<file path="src/rtl/seg7_scan_if.sv">
// Display-side bus for seg7_scan: load strobe, data, blanking control in;
// segment/anode drive and pending status out.
interface seg7_scan_if;
    logic        load;
    logic [15:0] data_in;
    logic        blank_lz;
    logic [6:0]  seg;
    logic [3:0]  an;
    logic        pending;

    // Host side: drives the value to show and watches the display outputs.
    modport master (
        output load, data_in, blank_lz,
        input  seg, an, pending
    );

    // Display controller side.
    modport slave (
        input  load, data_in, blank_lz,
        output seg, an, pending
    );
endinterface

</file>
<file path="src/rtl/seg7_scan.sv">
// Four-digit multiplexed seven-segment scanner. A prescaler paces the digit
// slots. New values land in a shadow register and are committed to the
// displayed copy only at the end of a full frame, so a frame is never torn.
// Optional leading-zero blanking is applied to the displayed copy.
module seg7_scan #(
    parameter int unsigned DIV            = 50000,
    parameter bit          SEG_ACTIVE_LOW = 1'b1
) (
    input logic         clk,
    input logic         reset_n,
    seg7_scan_if.slave  bus
);

    localparam int unsigned      CNT_W   = (DIV > 1) ? $clog2(DIV) : 1;
    localparam logic [CNT_W-1:0] CNT_MAX = CNT_W'(DIV - 1);
    localparam logic [6:0]       SEG_OFF = SEG_ACTIVE_LOW ? 7'h7F : 7'h00;

    // Hex nibble to {g,f,e,d,c,b,a}, adjusted for the configured polarity.
    function automatic logic [6:0] decode(input logic [3:0] nib);
        logic [6:0] low;
        case (nib)
            4'h0: low = 7'h40;
            4'h1: low = 7'h79;
            4'h2: low = 7'h24;
            4'h3: low = 7'h30;
            4'h4: low = 7'h19;
            4'h5: low = 7'h12;
            4'h6: low = 7'h02;
            4'h7: low = 7'h78;
            4'h8: low = 7'h00;
            4'h9: low = 7'h10;
            4'hA: low = 7'h08;
            4'hB: low = 7'h03;
            4'hC: low = 7'h46;
            4'hD: low = 7'h21;
            4'hE: low = 7'h06;
            default: low = 7'h0E;
        endcase
        return SEG_ACTIVE_LOW ? low : ~low;
    endfunction

    logic [CNT_W-1:0] cnt_q,     cnt_d;
    logic [1:0]       idx_q,     idx_d;
    logic [15:0]      shadow_q,  shadow_d;
    logic [15:0]      disp_q,    disp_d;
    logic             pending_q, pending_d;
    logic [6:0]       seg_q,     seg_d;
    logic [3:0]       an_q,      an_d;

    logic        tick;
    logic        commit;
    logic [15:0] upper;
    logic        blank_digit;

    // Next-state logic: prescaler, digit index, load/commit, output decode.
    always_comb begin
        // NOTE: every _d gets a default before any branch, so no path can infer a latch.
        cnt_d     = cnt_q + CNT_W'(1);
        idx_d     = idx_q;
        shadow_d  = shadow_q;
        disp_d    = disp_q;
        pending_d = pending_q;

        tick   = (cnt_q == CNT_MAX);
        commit = tick && (idx_q == 2'd3);

        if (tick) begin
            cnt_d = '0;
            idx_d = idx_q + 2'd1;
        end

        // Commit takes the shadow as it was before this edge, even if a
        // load arrives in the same cycle.
        if (commit) begin
            disp_d    = shadow_q;
            pending_d = 1'b0;
        end

        // A load always wins over the commit's clear of pending.
        if (bus.load) begin
            shadow_d  = bus.data_in;
            pending_d = 1'b1;
        end

        // Nibbles idx..3 of the displayed value; all zero means a leading zero.
        upper       = disp_q >> {idx_q, 2'b00};
        blank_digit = bus.blank_lz && (idx_q != 2'd0) && (upper == 16'h0000);

        an_d  = ~(4'b0001 << idx_q);
        seg_d = blank_digit ? SEG_OFF : decode(upper[3:0]);
    end

    // State and output registers with synchronous active-low reset.
    always_ff @(posedge clk) begin
        // NOTE: non-blocking assignments so every flop samples pre-edge values.
        if (!reset_n) begin
            cnt_q     <= '0;
            idx_q     <= 2'd0;
            shadow_q  <= 16'h0000;
            disp_q    <= 16'h0000;
            pending_q <= 1'b0;
            seg_q     <= SEG_OFF;
            an_q      <= 4'b1111;
        end else begin
            cnt_q     <= cnt_d;
            idx_q     <= idx_d;
            shadow_q  <= shadow_d;
            disp_q    <= disp_d;
            pending_q <= pending_d;
            seg_q     <= seg_d;
            an_q      <= an_d;
        end
    end

    assign bus.seg     = seg_q;
    assign bus.an      = an_q;
    assign bus.pending = pending_q;

endmodule

</file>
<file path="src/flat_wrapper.sv">
// flat-port wrapper written by rule: the top's interface ports become plain ports
module seg7_scan_flat 
#(
    parameter int unsigned DIV            = 50000,
    parameter bit          SEG_ACTIVE_LOW = 1'b1
)
  (clk, reset_n, bus_load, bus_data_in, bus_blank_lz, bus_seg, bus_an, bus_pending);
  seg7_scan_if bus_i ();
  input logic clk;
  input logic reset_n;
  input wire logic [$bits(bus_i.load)-1:0] bus_load;
  input wire logic [$bits(bus_i.data_in)-1:0] bus_data_in;
  input wire logic [$bits(bus_i.blank_lz)-1:0] bus_blank_lz;
  output wire logic [$bits(bus_i.seg)-1:0] bus_seg;
  output wire logic [$bits(bus_i.an)-1:0] bus_an;
  output wire logic [$bits(bus_i.pending)-1:0] bus_pending;
  assign bus_i.load = bus_load;
  assign bus_i.data_in = bus_data_in;
  assign bus_i.blank_lz = bus_blank_lz;
  assign bus_seg = bus_i.seg;
  assign bus_an = bus_i.an;
  assign bus_pending = bus_i.pending;
  seg7_scan #(.DIV(DIV), .SEG_ACTIVE_LOW(SEG_ACTIVE_LOW)) u_core (.clk(clk), .reset_n(reset_n), .bus(bus_i));
endmodule
</file>
<file path="config.mk">
export PLATFORM = sky130hd
export DESIGN_NAME = seg7_scan_flat
export DESIGN_NICKNAME = d
export VERILOG_FILES = /design/src/rtl/seg7_scan_if.sv /design/src/rtl/seg7_scan.sv /design/src/flat_wrapper.sv
export SDC_FILE = /design/constraint.sdc
export NUM_CORES = 1
export LEC_CHECK = 0
export BUFFER_PORTS_ARGS = -buffer_cell sky130_fd_sc_hd__buf_2
export CAP_MARGIN = 20
export CORE_UTILIZATION = 45
export CTS_BUF_LIST = sky130_fd_sc_hd__clkbuf_8 sky130_fd_sc_hd__clkbuf_16
export DETAILED_ROUTE_END_ITERATION = 6
export PLACE_DENSITY = 0.63
export SYNTH_ARGS = -nofsm -noshare
export SYNTH_HDL_FRONTEND = slang
export SYNTH_SLANG_ARGS = --single-unit
</file>
<file path="constraint.sdc">
create_clock -name clk -period 2.9 [get_ports clk]
set_input_delay 0.29 -clock clk [delete_from_list [all_inputs] [get_ports clk]]
set_output_delay 0.29 -clock clk [all_outputs]
set_load 0.01 [all_outputs]
</file>
== After elaboration in Yosys (flattened, before gate mapping) ==
Memory sizes are Yosys's and may differ from the RTL's. A register that Yosys moved wholly into a read port is not among the register bits.
Cells that the tools add are included.

* Input port bits: 20
* Logic and storage cells: 25
* Memory bits (read-only): 112
* Memories kept: 1
* Flip-flop bits (word level): 55

{| class="wikitable"
|+ Memories
! name !! words !! bits a word !! read ports !! clocked after memory_dff !! wr ports !! line !! text
|-
| (name not given) || 16 || 7 || 1 || 1 || 0 || seg7_scan.sv:21 || <nowiki>case (nib)</nowiki>
|}

* Bitwise operators: 2
* Reduce and logical (&&, ||, !) cells: 8
* Add/subtract/negate cells: 2
* Multiplexer cells: 2
* Equal/unequal tests: 2
* Shifts and indexed selects: 2

{| class="wikitable"
|+ Operators by type and width
! operator !! count
|-
| adder 16 x 1 -> 16 bit (second input constant) || 1
|-
| == test 16 bit (second input constant) || 1
|-
| zero test 16 bit || 1
|-
| >> shifter 16 x 4 -> 16 bit || 1
|-
| inverter 4 bit || 1
|-
| nonzero test 2 bit || 2
|-
| OR reduction 2 bit || 2
|-
| left shift 1 x 2 -> 4 bit (first input constant) || 1
|-
| logical AND 1 bit || 3
|-
| adder 2 x 1 -> 2 bit (second input constant) || 1
|-
| == test 2 bit (second input constant) || 1
|-
| 2-to-1 mux 1 bit || 2
|-
| inverter 1 bit || 1
|}

== Depth between registers and ports, before layout ==
* Depth after elaboration: 4
* Gate-level depth with buffers: 9
* Mapped depth without buffers: 8

== Least setup slack after synthesis ==
OpenSTA, ideal clock, no wires.

* Path type: flip-flop to flip-flop
* Start point: register u_core.idx_q[0]
* End point: register u_core.seg_q[3], in the netlist u_core.bus.seg[3]
* Data arrival time: 2.119 ns
* Path buffers: 1
* Setup slack: 0.685 ns
* Clock period less this slack: 2.215 ns
* Required time: 2.805 ns
* Cell stages (with the launch flop): 10
* Cells stage by stage: dfxtp_1 -> buf_2 -> mux4_2 -> inv_1 -> ha_1 -> nor4b_1 -> nand2_1 -> a211oi_1 -> nor2b_1 -> o311ai_1

* Word-level cells in the longest chain between the ends: 4

{| class="wikitable"
|+ Ends and longest elaborated chain
! what !! line !! text
|-
| from (decl) || seg7_scan.sv:43 || <nowiki>logic [1:0] idx_q, idx_d;</nowiki>
|-
| from (signal assigned) || seg7_scan.sv:106 || <nowiki>idx_q <= idx_d;</nowiki>
|-
| >> shifter 16 x 4 -> 16 bit or nonzero test 2 bit (tied branches) || seg7_scan.sv:86, seg7_scan.sv:87 ||
|-
| zero test 16 bit or logical AND 1 bit (tied branches) || seg7_scan.sv:87 || <nowiki>blank_digit = bus.blank_lz && (idx_q != 2'd0) && (upper == 16'h0000);</nowiki>
|-
| logical AND 1 bit || seg7_scan.sv:87 ||
|-
| OR reduction 2 bit (no source line) || -- ||
|-
| to (decl) || seg7_scan.sv:47 || <nowiki>logic [6:0] seg_q, seg_d;</nowiki>
|}

Parallel ways exist; a longest one is shown, timed or not.
A chain may end at the register's enable or synchronous reset.

== Worst setup path after layout ==
Ends and elaborated chain as after synthesis.

==> results_dict.tcl <==
set metrics [dict create \
    status "completed" \
    rrSetupSlack_ps 690 \
    crit_path_end_kind "flop" \
    ys_seq_elements 62 \
    crit_buf_inv 1 \
    synth_area_leaders "dfxtp_1, mux2i_1, nand2_1, ha_1, nor2b_1" \
    vdd_drop_max_uv 259.5 \
    drtPass1Iterations 4 \
    area_delta_synth_final_pct 13.15 \
    setup_viol_count_final 0 \
    wire_per_inst_microns 12.25 \
    slowest_stage "mux4_2" \
    critPathLaunchType "flop" \
    avgSynthCellArea_sq_um 9.580 \
    maxSlewViolCount 0 \
    finalClockSkew_ps 5.856 \
    die_width_microns 80.71 \
    drt_wl_total_microns 4887 \
    die_y_microns 80.71 \
    grtUsageTotal_pct 16.68 \
    ys_async_sr_fraction_pct 0 \
    critPathMaxStageDelay_ps 560 \
    cp.arrival_ps 2450 \
    period_needed_ps 2212 \
    initial_core_util_pct 46.81 \
    cp_top_family "multiplexers" \
    gr-total-overflow 0 \
    grt_max_degree 43 \
    yosysMostFrequentCell "dfxtp_1" \
    post_cts_buffers 0 \
    clock_latency_ps 330 \
    antenna_found_initial 0 \
    place_congestion 0.7959 \
    synthCells 291 \
    cts_root_buf "clkbuf_8" \
    hold_class "input port to flop" \
    p_per_area_nw_per_um2 534.9 \
    clockBufferDepth 2 \
    n_antenna_cell 0 \
    routed_via_density 5.010 \
    critPathKind "flop to flop" \
    synthTopCellsByCount "dfxtp_1, nand2_1, mux2i_1" \
    detail-route-antenna-nets 0 \
    cts.sinks 62 \
    dpl.cell_count 385 \
    leakagePower_nw 1.275 \
    htree_num_levels 3 \
    final.setup.tns_ps 0 \
    vias 1999 \
    dieArea_sq_um 6513 \
    drc 0 \
    worstPathCellList "mux4_2 > inv_1 > ha_1 > nor4b_1 > nand2_1 > a211oi_1 > nor2b_1 > o311ai_1" \
    synth_top_area_share_pct 44.52 \
    yosysTopAreaCell "dfxtp_1" \
    row_count 28 \
    crit_required_ps 3140 \
    nNetsFinal 351 \
    synth_fp_nets 321 \
    grt_pass1_vias 1796 \
    slew_headroom_pct 48.18 \
    core_sq_um 5956 \
    ys_warn_count 0 \
    layout-drive-gt1-share_pct 16.05 \
    ioPinCount 32 \
    fmax_mhz 452.0 \
    cp_max_fo 7 \
    post-dp-hpwl_microns 3413 \
    max_cap_viol_count 0 \
    port_buffers 31 \
    clk_pin_slew_ps 60 \
    final.period_utilization_pct 76.29 \
    ys_seq_area_share_pct 44.52 \
    synth.distinct_cells 40 \
    synth-edff-count 0 \
    cts_hold_buf 0 \
    post_cts_resized 0 \
    instances_no_fill 399 \
    cts_buffers 9 \
    rsz0062_at_grt "no" \
    synth-main-ff-cell "dfxtp_1" \
    hold_viol_final 0 \
    syn_area_sq_um 2788 \
    cts_tree "done" \
    worst_slew_pin_slew_ps 755.7 \
    drt_iter0_markers 64 \
    grt_pass1_wl_microns 8335 \
]
-- worst min-delay path, cell delays in order --
cell and delay (ps):
buf_2 70, mux2i_1 50, nor2b_1 90
-- cell families after synthesis --
| logic type | Yosys count | synth area share (%) |
|---|---|---|
| AOI/OAI and AO/OA | 36 | 9.201 |
| xor gates and xnor gates | 17 | 5.341 |
| adders and majority gates | 10 | 4.488 |
| buffers and inverters | 20 | 3.770 |
| DFF | 62 | 44.52 |
| muxes | 27 | 10.64 |
| and+or+nand+nor | 119 | 22.04 |
-- per-stage QoR --
step | utilization (%) | area, sq um | power (mW) | hold WS [ps] | setup WS, ps
detailed placement | 49.79 | 2965 | 0.9801 | 453.7 | 690.3
global route | 52.96 | 3154 | 1.752 | 227.8 | 496.4
global placement | 49.79 | 2965 | 0.9785 | 442.2 | 768.4
floorplan | - | 2788 | 0.9527 | 426.1 | 685.3
finish | 52.96 | 3154 | 1.687 | 212.6 | 687.6
CTS | 52.96 | 3154 | 1.706 | 205.6 | 673.0
-- per-layer routing --
metal  part of all wire, %  track usage [%]  vias up
met5                     0                0        -
met4                   2.1            8.571        0
met3                   3.7            4.091       11
met2                    42            24.58       37
met1                    52            22.45      902
li1                      -                -     1049
-- registers in the layout, indices dropped and copies added (netlist names) --
| register | cells |
|---|---|
| u_core.cnt_q | 16 |
| u_core.disp_q | 16 |
| u_core.shadow_q | 16 |
| u_core.bus.seg | 7 |
| u_core.bus.an | 4 |
| u_core.idx_q | 2 |
| u_core.bus.pending | 1 |
-- power by group --
| group | leakage [nW] | switching [mW] | internal [mW] |
|---|---|---|---|
| Clock | 0.104 | 0.300 | 0.428 |
| Combinational | 0.665 | 0.0351 | 0.0385 |
| Sequential | 0.506 | 0.0113 | 0.875 |
| Total | 1.27 | 0.346 | 1.34 |
-- worst paths after layout --
kind,startpoint,to,depth (start not counted)
worst min-delay path,bus_data_in[3],u_core.shadow_q[3],3
worst max register to register,u_core.idx_q[0],u_core.bus.seg[3],8
worst max-delay path,u_core.idx_q[0],u_core.bus.seg[3],8
worst min register to register,u_core.shadow_q[6],u_core.disp_q[6],2
-- layout by cell type (no fill, tap or decap), types with 2 or more instances in the layout --
cell	Yosys	final
xor2_1	9	9
nor4_1	3	3
nor2b_1	20	20
o21ai_0	4	4
xnor2_1	8	8
inv_1	6	8
a21boi_0	6	6
a21oi_1	4	4
mux4_2	2	2
and4bb_2	2	2
nor2_1	22	22
a211oi_1	2	2
ha_1	10	10
buf_2	6	31
nand4_1	3	3
and3_1	6	6
o211ai_1	6	6
and2_1	2	2
a21boi_1	10	10
mux2i_1	24	24
nand3_1	5	5
nand2_1	49	49
dfxtp_1	62	62
clkbuf_8	0	11
-- final cells by class --
cell class              count  area, sq um
fillers                   576         2801
multi-input cells         209         1441
flip-flops and latches     62         1241
repair buffers             32        162.7
clock buffers              11        151.4
well taps                  75        93.84
clock inverters             3        37.54
inverters                   7        26.28
Power figures use the tool's default switching activity.
